===== config.mk =====
export PLATFORM = sky130hd
export DESIGN_NAME = bonus_ship_hit_score
export DESIGN_NICKNAME = d
export VERILOG_FILES = /design/src/rtl/bonus_ship_hit_score.sv
export SDC_FILE = /design/constraint.sdc
export NUM_CORES = 1
export LEC_CHECK = 0
export BUFFER_PORTS_ARGS = -buffer_cell sky130_fd_sc_hd__buf_2
export CAP_MARGIN = 20
export CORE_UTILIZATION = 56
export CTS_CLUSTER_SIZE = 40
export DETAILED_ROUTE_END_ITERATION = 7
export GPL_ROUTABILITY_DRIVEN = 0
export GPL_TIMING_DRIVEN = 0
export PLACE_DENSITY = 0.84
export SYNTH_ARGS = -nofsm -noshare
export SYNTH_HDL_FRONTEND = slang
export SYNTH_SLANG_ARGS = --single-unit

===== constraint.sdc =====
create_clock -name clk -period 5 [get_ports clk]
set_input_delay 0 -clock clk [delete_from_list [all_inputs] [get_ports clk]]
set_output_delay 0 -clock clk [all_outputs]
set_load 0.005 [all_outputs]

===== src/rtl/bonus_ship_hit_score.sv =====
// Bonus-ship kill scoring: awards a shot-count-dependent mystery value,
// latches the explosion position and times the explosion animation.
module bonus_ship_hit_score #(
  parameter int SHIP_Y          = 64,
  parameter int EXPLOSION_WIDTH = 32,
  parameter int EXPLODE_FRAMES  = 48,
  parameter int FRAMES_PER_STEP = 12,
  parameter int SCREEN_W        = 640
) (
  input  logic               clk,
  input  logic               reset,
  input  logic               startOfFrame,
  input  logic               playGame,
  input  logic               shipAlive,
  input  logic signed [10:0] shipTopLeftX,
  input  logic               bonusFireCollision,
  input  logic               playerShotFired,
  output logic               scoreAdd,
  output logic [8:0]         scoreValue,
  output logic               explosionActive,
  output logic signed [10:0] explosionTopLeftX,
  output logic signed [10:0] explosionTopLeftY,
  output logic [1:0]         explosionFrame,
  output logic [7:0]         hitCount
);

  localparam int                 FW         = $clog2(EXPLODE_FRAMES + 1);
  localparam logic signed [10:0] X_MAX      = 11'(SCREEN_W - EXPLOSION_WIDTH);
  localparam logic [FW-1:0]      FRAME_LAST = FW'(EXPLODE_FRAMES);
  localparam logic [FW-1:0]      FRAME_STEP = FW'(FRAMES_PER_STEP);

  typedef enum logic [1:0] {
    IDLE    = 2'd0,
    ARMED   = 2'd1,
    HIT     = 2'd2,
    EXPLODE = 2'd3
  } state_t;

  state_t             state_r, state_nxt_s;
  logic [3:0]         shot_count_r, shot_count_nxt_s;
  logic [FW-1:0]      frame_cnt_r, frame_cnt_nxt_s, frame_inc_s;
  logic               explode_done_s;
  logic               score_add_r, score_add_nxt_s;
  logic [8:0]         score_value_r, score_value_nxt_s;
  logic               active_r, active_nxt_s;
  logic signed [10:0] expl_x_r, expl_x_nxt_s;
  logic [1:0]         anim_r, anim_nxt_s;
  logic [7:0]         hit_count_r, hit_count_nxt_s;

  // 300 for a 15-shot kill, otherwise 50/100/150/200 from the low shot bits
  function automatic logic [8:0] mystery_value(input logic [3:0] shots);
    logic [8:0] v;
    if (shots == 4'd15) v = 9'd300;
    else                v = (9'd50 * {7'd0, shots[1:0]}) + 9'd50;
    return v;
  endfunction

  function automatic logic signed [10:0] clamp_x(input logic signed [10:0] x);
    logic signed [10:0] c;
    if (x < 11'sd0)       c = 11'sd0;
    else if (x > X_MAX)   c = X_MAX;
    else                  c = x;
    return c;
  endfunction

  function automatic logic [1:0] anim_step(input logic [FW-1:0] cnt);
    logic [FW-1:0] q;
    logic [1:0]    r;
    q = cnt / FRAME_STEP;
    if (q > FW'(3)) r = 2'd3;
    else            r = q[1:0];
    return r;
  endfunction

  // Saturating explosion frame increment and end-of-explosion detect
  always_comb begin
    if (frame_cnt_r == FRAME_LAST) frame_inc_s = frame_cnt_r;
    else                           frame_inc_s = frame_cnt_r + FW'(1);
    explode_done_s = startOfFrame && (frame_inc_s == FRAME_LAST);
  end

  // State register
  always_ff @(posedge clk or posedge reset) begin
    if (reset) state_r <= IDLE;
    else       state_r <= state_nxt_s;
  end

  // Next-state logic; collision wins over the ship leaving in the same cycle
  always_comb begin
    state_nxt_s = state_r;
    if (!playGame) begin
      state_nxt_s = IDLE;
    end else begin
      case (state_r)
        IDLE: begin
          if (shipAlive) state_nxt_s = ARMED;
          else           state_nxt_s = IDLE;
        end
        ARMED: begin
          if (bonusFireCollision) state_nxt_s = HIT;
          else if (!shipAlive)    state_nxt_s = IDLE;
          else                    state_nxt_s = ARMED;
        end
        HIT:     state_nxt_s = EXPLODE;
        EXPLODE: begin
          if (explode_done_s) state_nxt_s = IDLE;
          else                state_nxt_s = EXPLODE;
        end
        default: state_nxt_s = IDLE;
      endcase
    end
  end

  // Output/datapath next values; the award is loaded on the ARMED->HIT edge
  always_comb begin
    score_add_nxt_s   = 1'b0;
    score_value_nxt_s = score_value_r;
    hit_count_nxt_s   = hit_count_r;
    expl_x_nxt_s      = expl_x_r;
    active_nxt_s      = active_r;
    anim_nxt_s        = anim_r;
    frame_cnt_nxt_s   = frame_cnt_r;
    shot_count_nxt_s  = shot_count_r;
    if (!playGame) begin
      shot_count_nxt_s = 4'd0;
      active_nxt_s     = 1'b0;
      anim_nxt_s       = 2'd0;
      frame_cnt_nxt_s  = {FW{1'b0}};
    end else begin
      if (playerShotFired) shot_count_nxt_s = shot_count_r + 4'd1;
      else                 shot_count_nxt_s = shot_count_r;
      case (state_r)
        ARMED: begin
          if (bonusFireCollision) begin
            score_add_nxt_s   = 1'b1;
            score_value_nxt_s = mystery_value(shot_count_r);
            if (hit_count_r == 8'd255) hit_count_nxt_s = hit_count_r;
            else                       hit_count_nxt_s = hit_count_r + 8'd1;
            expl_x_nxt_s      = clamp_x(shipTopLeftX);
            active_nxt_s      = 1'b1;
            anim_nxt_s        = 2'd0;
            frame_cnt_nxt_s   = {FW{1'b0}};
          end else begin
            active_nxt_s = 1'b0;
          end
        end
        EXPLODE: begin
          if (startOfFrame) begin
            frame_cnt_nxt_s = frame_inc_s;
            if (explode_done_s) begin
              active_nxt_s = 1'b0;
              anim_nxt_s   = 2'd0;
            end else begin
              anim_nxt_s = anim_step(frame_inc_s);
            end
          end else begin
            frame_cnt_nxt_s = frame_cnt_r;
          end
        end
        default: begin
          frame_cnt_nxt_s = frame_cnt_r;
        end
      endcase
    end
  end

  // Registered outputs and datapath
  always_ff @(posedge clk or posedge reset) begin
    if (reset) begin
      shot_count_r  <= 4'd0;
      frame_cnt_r   <= {FW{1'b0}};
      score_add_r   <= 1'b0;
      score_value_r <= 9'd0;
      active_r      <= 1'b0;
      expl_x_r      <= 11'sd0;
      anim_r        <= 2'd0;
      hit_count_r   <= 8'd0;
    end else begin
      shot_count_r  <= shot_count_nxt_s;
      frame_cnt_r   <= frame_cnt_nxt_s;
      score_add_r   <= score_add_nxt_s;
      score_value_r <= score_value_nxt_s;
      active_r      <= active_nxt_s;
      expl_x_r      <= expl_x_nxt_s;
      anim_r        <= anim_nxt_s;
      hit_count_r   <= hit_count_nxt_s;
    end
  end

  assign scoreAdd          = score_add_r;
  assign scoreValue        = score_value_r;
  assign explosionActive   = active_r;
  assign explosionTopLeftX = expl_x_r;
  assign explosionTopLeftY = 11'(SHIP_Y);
  assign explosionFrame    = anim_r;
  assign hitCount          = hit_count_r;

endmodule


## After elaboration in Yosys (flattened, before gate mapping)

Cells that the tools add are included.

| word-level totals | value |
|---|---|
| latch bits | 0 |
| output and inout port bits | 43 |
| input bits | 18 |
| ROM bits | 0 |
| memories kept | 0 |
| RAM bits | 0 |
| word-level logic and storage cells | 65 |
| flip-flop bits (word level) | 44 |

| operators by class | value |
|---|---|
| add/subtract/negate cells | 4 |
| $mul | 1 |
| order comparisons | 3 |
| divide/modulo/power cells | 1 |
| shifts and indexed selects | 0 |
| reductions and logical operators | 6 |
| bitwise operators | 1 |
| muxes and demuxes | 28 |
| equal/unequal tests | 12 |

Operator list:

| kind | count |
|---|---|
| 6-bit two-way mux | 4 |
| 11-bit two-way mux | 2 |
| 2-bit two-way mux | 8 |
| 6-bit equality test (second input constant) | 2 |
| 6-bit case mux with 2 select lines | 1 |
| 11-bit greater-than comparator (second input constant) | 1 |
| 11-bit by 1-bit less-than comparator with 1-bit output (second input constant) | 1 |
| 8-bit by 6-bit adder with 9-bit output (second input constant) | 1 |
| 9-bit two-way mux | 1 |
| 3-bit != test (second input constant) | 3 |
| 3-bit AND reduction | 3 |
| 8-bit by 1-bit adder with 8-bit output (second input constant) | 1 |
| 8-bit equality test (second input constant) | 1 |
| 4-bit two-way mux | 2 |
| 2-bit case mux with 4 select lines | 1 |
| 5-bit by 2-bit multiplier with 7-bit output (first input constant) | 1 |
| 1-bit two-way mux | 7 |
| 6-bit by 1-bit adder with 6-bit output (second input constant) | 1 |
| 6-bit by 4-bit divider with 6-bit output (second input constant) | 1 |
| 6-bit by 2-bit greater-than comparator with 1-bit output (second input constant) | 1 |
| 4-bit by 1-bit adder with 4-bit output (second input constant) | 1 |
| 2-bit equality test (second input constant) | 2 |
| 4-bit equality test (second input constant) | 1 |
| 2-bit case mux with 2 select lines | 1 |
| other kinds (8) | 8 |

## Longest topological paths before layout

Gate-level depths: netlist (run 1).

| logic depth | value |
|---|---|
| depth after elaboration | 9 |
| depth in mapped cells | 8 |

## Worst setup path before layout (run 1)

Ideal clock, no wire load.

| timing | value |
|---|---|
| path type | reg-to-reg |
| start point | reg hit_count_r[0], in the netlist hitCount[0] |
| end point | reg hit_count_r[7], in the netlist hitCount[7] |
| slack | 3322 ps |
| required time | 4874 ps |
| buffers on the path | 0 |
| stages on the path, launching flop included | 7 |
| setup time | 126 ps |
| data arrival time | 1552 ps |
| path through | dfrtp_1 ha_1 and3_1 a31oi_4 and4_4 nand3_1 xnor2_1 |

| on the way | value |
|---|---|
| cells in the longest elaborated chain, start to end | 3 |

Ends and longest elaborated chain:

| what | RTL line | source |
|---|---|---|
| from (decl) | 48 | `logic [7:0] hit_count_r, hit_count_nxt_s;` |
| from (signal assigned) | 186 | `hit_count_r <= hit_count_nxt_s;` |
| branches (longest 3 deep; another with 8-bit by 1-bit adder with 8-bit output) | - |  |

Parallel ways; which one is timed is not known.
A chain may end at the register's enable or synchronous reset.

## Worst setup path after layout (run 1)

| timing | value |
|---|---|
| start point | reg frame_cnt_r[1] |
| end point | reg active_r, in the netlist explosionActive |

| on the way | value |
|---|---|
| cells in the longest elaborated chain, start to end | 6 |

Ends and longest elaborated chain:

| what | RTL line | source |
|---|---|---|
| from (decl) | 41 | `logic [FW-1:0] frame_cnt_r, frame_cnt_nxt_s, frame_inc_s;` |
| from (signal assigned) | 171 | `frame_cnt_r <= {FW{1'b0}};` |
| from (signal assigned) | 180 | `frame_cnt_r <= frame_cnt_nxt_s;` |
| 6-bit by 1-bit adder with 6-bit output or 6-bit equality test (tied branches) | 78, 77 |  |
| 6-bit two-way mux * | 77 | `if (frame_cnt_r == FRAME_LAST) frame_inc_s = frame_cnt_r;` |
| 6-bit equality test * | 79 | `explode_done_s = startOfFrame && (frame_inc_s == FRAME_LAST);` |
| 1-bit logical AND * | 79 |  |
| 3-bit != test (no source line) * | - |  |
| 3-bit AND reduction (no source line) * | - |  |
| to (signal assigned) | 183 | `active_r <= active_nxt_s;` |
| to (decl) | 45 | `logic active_r, active_nxt_s;` |

Every way passes the cells marked *; elsewhere a longest branch is shown, timed or not.

==> results_dict.tcl, run 1 <==
set metrics [dict create \
    cp_max_fo 10 \
    diodes 0 \
    htree_levels 2 \
    wire_per_inst_um 13.2 \
    port-buffer-count 47 \
    nNetsFinal 321 \
    die-height_um 65.4 \
    finalWirelength_um 4530 \
    grt_overflow 0 \
    cts_made_buffers 5 \
    clock_latency_ns 0.30 \
    synth-edff-count 0 \
    power_density_nw_per_um2 284 \
    drt_iter0_drc 130 \
    cts-root-buf "clkbuf_8" \
    routed_via_density 5.27 \
    die-width_um 65.4 \
    fin_crit_sh_pct 38.7 \
    clock_skew_ns 0.00637 \
    placementRows 22 \
    cts_buffer_depth 2 \
    syn_inst 221 \
    yosys.area.top_type_share_pct 45.6 \
    yosysSeqAreaShare_pct 45.6 \
    cts_resized 0 \
    drtPass1Iterations 4 \
    vdd_drop_max_mv 0.218 \
    holdPathStages 3 \
    io_pins 61 \
    tightest_slew_ns 0.826 \
    crit_required_ns 5.17 \
    final_cell_mix "55 x buf_2, 41 x dfrtp_1, 19 x nand2_1" \
    final_common_cell "buf_2" \
    cts_tree "built" \
    ys_seq_elements 41 \
    crit_path_start_kind "register" \
    status "finished, final reports clean" \
    min_path_type "in -> reg" \
    synthFlopType "dfrtp_1" \
    fin_crit_ns 1.94 \
    grt_pass1_vias 1677 \
    finalWorstSetupSlack_ns 3.06 \
    syn_to_final_growth_pct 22.6 \
    slew_headroom_pct 44.8 \
    fillCellCount 277 \
    final-hold-violation-count 0 \
    grt_max_degree 42 \
    maxCapViolCount 0 \
    synth_area_leaders "dfrtp_1 46%, buf_4 5.0%, xnor2_1 4.7%" \
    startpoint "frame_cnt_r[1]$_DFFE_PP0P_" \
    grtUsageTotal_pct 23.8 \
    core_region_area_um2 3770 \
    ant_nets 0 \
    die_area_um2 4280 \
    synth_cell_type_count 44 \
    multiInputGateArea_um2 1080 \
    grt_pass1_wl_um 7690 \
    end_kind "register" \
    arrival_ns 2.11 \
    regArea_um2 1030 \
    rsz0062_at_grt "false" \
    hold_path.startpoint "shipTopLeftX[5]" \
    drive_above_1_share_pct 28.7 \
    route.detailed.drc 0 \
    path_clk_slew_ns 0.08 \
    dp.final_hpwl_um 3170 \
    antenna_found_initial 0 \
    async_flop_share_pct 100 \
    setup_viol 0 \
    p_leak_uw 0.00140 \
    yosysWarnings 0 \
    start_util_pct 59.7 \
    r2r-start "frame_cnt_r[1]$_DFFE_PP0P_" \
    finalSetupTns_ns 0 \
    syn_area_per_cell_um2 10.2 \
    clock_sinks 41 \
    vias 1812 \
    max_freq_mhz 516 \
    synth.cell_area_um2 2250 \
    post-place-ws_ns 3.10 \
    worstSetupPathType "reg -> reg" \
    synth_area_leader_cell "dfrtp_1" \
    slew_viol_final 0 \
    r2r_cells 7 \
]
[worst paths after layout]
| check | endpoint | slack, ns |
|---|---|---|
| max | explosionActive$_DFFE_PP0P_ | 3.06 |
| max reg2reg | explosionActive$_DFFE_PP0P_ | 3.06 |
| min | explosionTopLeftX[5]$_DFFE_PP0P_ | 0.02 |
| min in group asynchronous | frame_cnt_r[1]$_DFFE_PP0P_ | 0.43 |
| max in group asynchronous | scoreValue[8]$_DFFE_PP0P_ | 4.06 |
| min reg2reg | explosionFrame[1]$_DFFE_PP0P_ | 0.47 |
[metal layers]
layer / share of wire [%] / up-vias / global-route usage, %
li1: - / 903 / -
met5: 0 / - / 0
met1: 45 / 840 / 32.1
met3: 6.1 / 6 / 5.56
met4: 1.2 / 0 / 6.52
met2: 47 / 63 / 38.3
[final cells by class]
class,instances,area share (%)
Multi-Input combinational cell,158,39.0
Sequential cell,41,37.2
Timing Repair Buffer,56,11.8
Buffer,24,5.66
Clock buffer,6,2.63
Tap cell,48,2.17
Inverter,9,1.22
Clock inverter,2,0.362
[power by group]
group / internal (uW) / switching, uW / total [uW] / leakage (uW)
registers: 377 / 37.1 / 414 / 0.000547
clock network: 96.8 / 115 / 211 / 0.0000450
logic: 89.1 / 70.5 / 160 / 0.000804
[Yosys cell counts, drive strengths merged (2+ instances only)]
| cell type | number |
|---|---|
| buf | 24 |
| nor3 | 3 |
| nand4b | 2 |
| o22a | 3 |
| mux2i | 3 |
| a31oi | 5 |
| inv | 8 |
| nand2 | 19 |
| nor2 | 9 |
| nand3 | 10 |
| ha | 8 |
| and3 | 4 |
| conb | 2 |
| xnor2 | 12 |
| nor2b | 4 |
| and4 | 2 |
| nand4 | 4 |
| a22o | 9 |
| xor2 | 5 |
| o21ai | 14 |
| a21oi | 3 |
| o31ai | 6 |
| nor3b | 3 |
| and2 | 4 |
| dfrtp | 41 |
[cell families after synthesis]
family,count (synthesis),synth area share (%)
compound gates,47,15.2
xor+xnor,17,6.61
fa+ha+maj,8,4.44
buf+inv,33,8.44
flops,41,45.6
mux,4,1.83
other cells,2,0.333
simple gates,69,17.6
[what timing repair did]
action | CTS | global route
hold endpoints to repair | 50 | 0
hold buffers | 9 | 0
buffers inserted | 0 | 0
[metrics by stage]
stage	hold WS [ns]	area (um^2)	utilization, %	instances	power (uW)
6_report	0.0206	2760	73.2	344	785
5_1_grt	0.0412	2760	73.2	344	836
4_1_cts	0.0225	2760	73.2	344	791
3_5_place_dp	0.215	2590	68.6	327	574
3_3_place_gp	0.245	2590	68.6	327	566
2_1_floorplan	0.0969	2290	-	232	502
[flip-flops by register name, indices dropped and copies added (netlist names)]
register,cells
hitCount,8
frame_cnt_r,6
shot_count_r,4
explosionActive,1
explosionFrame,2
state_r,2
scoreAdd,1
scoreValue,7
explosionTopLeftX,10
[worst max-delay path, cell delays in order, from the launching register on]
cell and delay [ns]:
dfrtp_1 0.48, ha_1 0.20, buf_2 0.22, nand3_1 0.16, xor2_1 0.17, nor3b_1 0.18
and3_1 0.29, o21ai_0 0.12
(Power assumes the default switching activity.)
==> run 2, diff against run 1 <==
ABC_AREA = 1   (was not set)
CORE_UTILIZATION = 52   (was 56)
PLACE_DENSITY = 0.79   (was 0.84)
clock period = 1.84 ns   (was 5 ns; I/O delays follow)
==> run 2 against run 1 <==
- global-route usage increased by 0.90 points
- register-to-register slack worse by 3.0 ns
- sequential cell count unchanged
- clock skew fell by 0.00052 ns
- clock-buffer cell count is the same
- design area increased by 2.5%
- sequential share of layout area shrank 0.87 points
- critical endpoint is now explosionTopLeftX[5]$_DFFE_PP0P_
- highest routed layer unchanged
==> results_dict.tcl, run 2 <==
set metrics [dict create \
    clock_skew_ns 0.00584 \
    whs_endpoint "shot_count_r[0]$_DFFE_PP0P_" \
    clock_sinks 41 \
    die_area_um2 4540 \
    r2r-end "explosionTopLeftX[5]$_DFFE_PP0P_" \
    ys_seq_elements 41 \
    synth_area_leaders "dfrtp_1 46%, nand2_1 14%, buf_4 4.7%" \
    diodes 0 \
    grtUsageTotal_pct 24.7 \
    synth_mux_area_share_pct 0 \
    synth-edff-count 0 \
    core_region_area_um2 4060 \
    die-width_um 67.4 \
    grt_pass1_wl_um 8270 \
    hold_path.startpoint "playerShotFired" \
    htree_levels 2 \
    crit_required_ns 2.03 \
    route.detailed.drc 0 \
    internal_power_uw 1720 \
    yosys.area_share.simple_pct 27.5 \
    yosysSeqAreaShare_pct 46.1 \
    cts_made_buffers 5 \
    synth.cell_area_um2 2220 \
    drt_iter0_drc 86 \
    synth_xor_area_share_pct 3.94 \
    p_leak_uw 0.00157 \
    post-place-ws_ns 0.158 \
    synth_cell_type_count 32 \
    syn_inst 268 \
    die-height_um 67.4 \
    path_clk_slew_ns 0.09 \
    final-hold-violation-count 0 \
    cp_max_fo 9 \
    cts_buffer_depth 2 \
    synth-compound-area-share_pct 6.58 \
    grt_pass1_vias 1886 \
    wire_per_inst_um 12.4 \
    synth_area_leader_cell "dfrtp_1" \
    crit_path_start_kind "primary input" \
    p_comb_share_pct 21.9 \
    antenna_found_initial 0 \
    synthTopCellsByCount "83 x nand2_1, 41 x dfrtp_1, 24 x inv_1, 18 x nand3_1, 15 x nor2_1" \
    end_kind "register" \
    rrSetupSlack_ns 0.11 \
    fin_crit_ns 1.75 \
    start_util_pct 54.8 \
    slew_headroom_pct 45.2 \
    maxCapViolCount 0 \
    grt_overflow 0 \
    io_pins 61 \
    routed_via_density 4.84 \
    largest_reg_flops 10 \
    r2r_cells 8 \
    setup_viol 0 \
    cts-root-buf "clkbuf_8" \
    postCtsSetupRepairBufs 0 \
    async_flop_share_pct 100 \
    switching_power_uw 720 \
    grt_max_degree 42 \
    max_freq_mhz 572 \
    final_common_cell "nand2_1" \
    p_clk_share_pct 30.6 \
    holdPathStages 4 \
    seqPwrFrac_pct 47.5 \
    vdd_drop_max_mv 0.722 \
    tightest_slew_ns 0.820 \
    status "finished, final reports clean" \
    placementRows 23 \
    finalWorstSetupSlack_ns 0.0909 \
    clock_latency_ns 0.31 \
    sw_frac_of_total_pct 29.5 \
    yosys.area.top_type_share_pct 46.1 \
    yosysWarnings 0 \
    yosysMostFrequentCell "nand2_1" \
    cts_tree "built" \
    arrival_ns 1.94 \
    syn_area_per_cell_um2 8.30 \
    power_density_nw_per_um2 861 \
    slew_viol_final 0 \
    rsz0062_at_grt "false" \
    r2r-start "state_r[1]$_DFF_PP0_" \
    finalSetupTns_ns 0 \
    synth_fa_ha_area_share_pct 4.50 \
    fin_crit_sh_pct 95.1 \
    drive_above_1_share_pct 27.7 \
    port-buffer-count 46 \
    min_path_type "in -> reg" \
    ant_nets 0 \
    vias 1921 \
    synth_top_family_by_area "simple AND/OR/NAND/NOR gates" \
    drtPass1Iterations 4 \
    worstSetupPathType "in -> reg" \
    nNetsFinal 372 \
    final_cell_mix "82 x nand2_1, 47 x buf_2, 40 x dfrtp_1" \
    syn_to_final_growth_pct 27.3 \
    dp.final_hpwl_um 3320 \
    synthFlopType "dfrtp_1" \
    finalWirelength_um 4910 \
]
==> run 2: cell types whose count changed after synthesis, moves of 7 or more <==
cell / before / now
nand2_1: 19 / 83
inv_1: 8 / 24
xnor2_1: 12 / 2
o21ai_0: 14 / 5
a22o_1: 9 / 1
nand3_1: 10 / 18
inv_2: 0 / 7
==> run 2: critical path, cell delays in order <==
cell and delay (ns):
dlygate4sd3_1 0.54, buf_2 0.13, nor3_1 0.21, nand2_1 0.10, nand3_1 0.08, nand2_1 0.08, nand2_4 0.11, nand2_1 0.06
nand2_1 0.05, nand2_1 0.04, dlygate4sd3_1 0.54
==> run 2: layer usage <==
layer,wire (um),global-route usage (%)
met1,2140,30.3
met2,2470,41.8
met5,0,0
met4,65,8.24
met3,234,6.59
==> run 2: power groups by stage <==
stage	clock network (uW)	logic, uW	registers (uW)
after global placement	0	481	1160
final	746	534	1160
after detailed placement	0	502	1170
after floorplan	0	272	1170
after CTS	762	529	1150
after global routing	787	607	1170
==> run 2: layout make-up <==
cell class	count	area, um^2
multi-input cells	189	1010
plain buffers	16	121
flip-flops and latches	41	1030
clock inverters	2	38.8
well taps	50	62.6
clock buffers	6	72.6
repair buffers	60	370
inverters	33	129
fillers	321	1230
==> run 2: worst max-delay path by stage <==
stage / slack, ns / cells past startpoint / startpoint / end
2_1_floorplan: 0.40 / 11 / frame_cnt_r[0]$_DFFE_PP0P_ / state_r[1]$_DFF_PP0_
3_3_place_gp: 0.27 / 11 / frame_cnt_r[0]$_DFFE_PP0P_ / state_r[1]$_DFF_PP0_
3_5_place_dp: 0.16 / 11 / frame_cnt_r[0]$_DFFE_PP0P_ / state_r[0]$_DFF_PP0_
4_1_cts: 0.03 / 8 / state_r[1]$_DFF_PP0_ / explosionTopLeftX[5]$_DFFE_PP0P_
5_1_grt: 0.006 / 8 / state_r[1]$_DFF_PP0_ / explosionTopLeftX[5]$_DFFE_PP0P_
6_report: 0.09 / 11 / shipTopLeftX[2] / explosionTopLeftX[5]$_DFFE_PP0P_
==> run 2: logic make-up (layout without fill, tap and decap cells) <==
| family | count (synthesis) | count (layout) |
|---|---|---|
| AO/OA/AOI/OAI | 22 | 22 |
| buffers and inverters | 49 | 117 |
| adder cells (fa/ha/maj) | 8 | 8 |
| XOR/XNOR | 10 | 10 |
| AND/OR/NAND/NOR | 136 | 136 |
| flip-flops | 41 | 41 |
| other | 2 | 13 |
==> run 2: repair_timing <==
action | in CTS | in global routing
hold endpoints to repair | 53 | 0
gates resized for setup | 0 | 8
endpoints found under the setup margin | 0 | 5
hold buffers | 14 | 0
==> run 2: stage by stage <==
step	power, uW	std cells	hold WS, ns	instance area [um^2]	util (%)
3_3_place_gp	1640	375	0.245	2560	63.0
2_1_floorplan	1440	279	0.138	2260	-
4_1_cts	2450	397	0.00368	2810	69.2
3_5_place_dp	1670	375	0.225	2560	63.0
6_report	2440	397	0.0145	2830	69.8
5_1_grt	2560	397	0.0245	2830	69.8
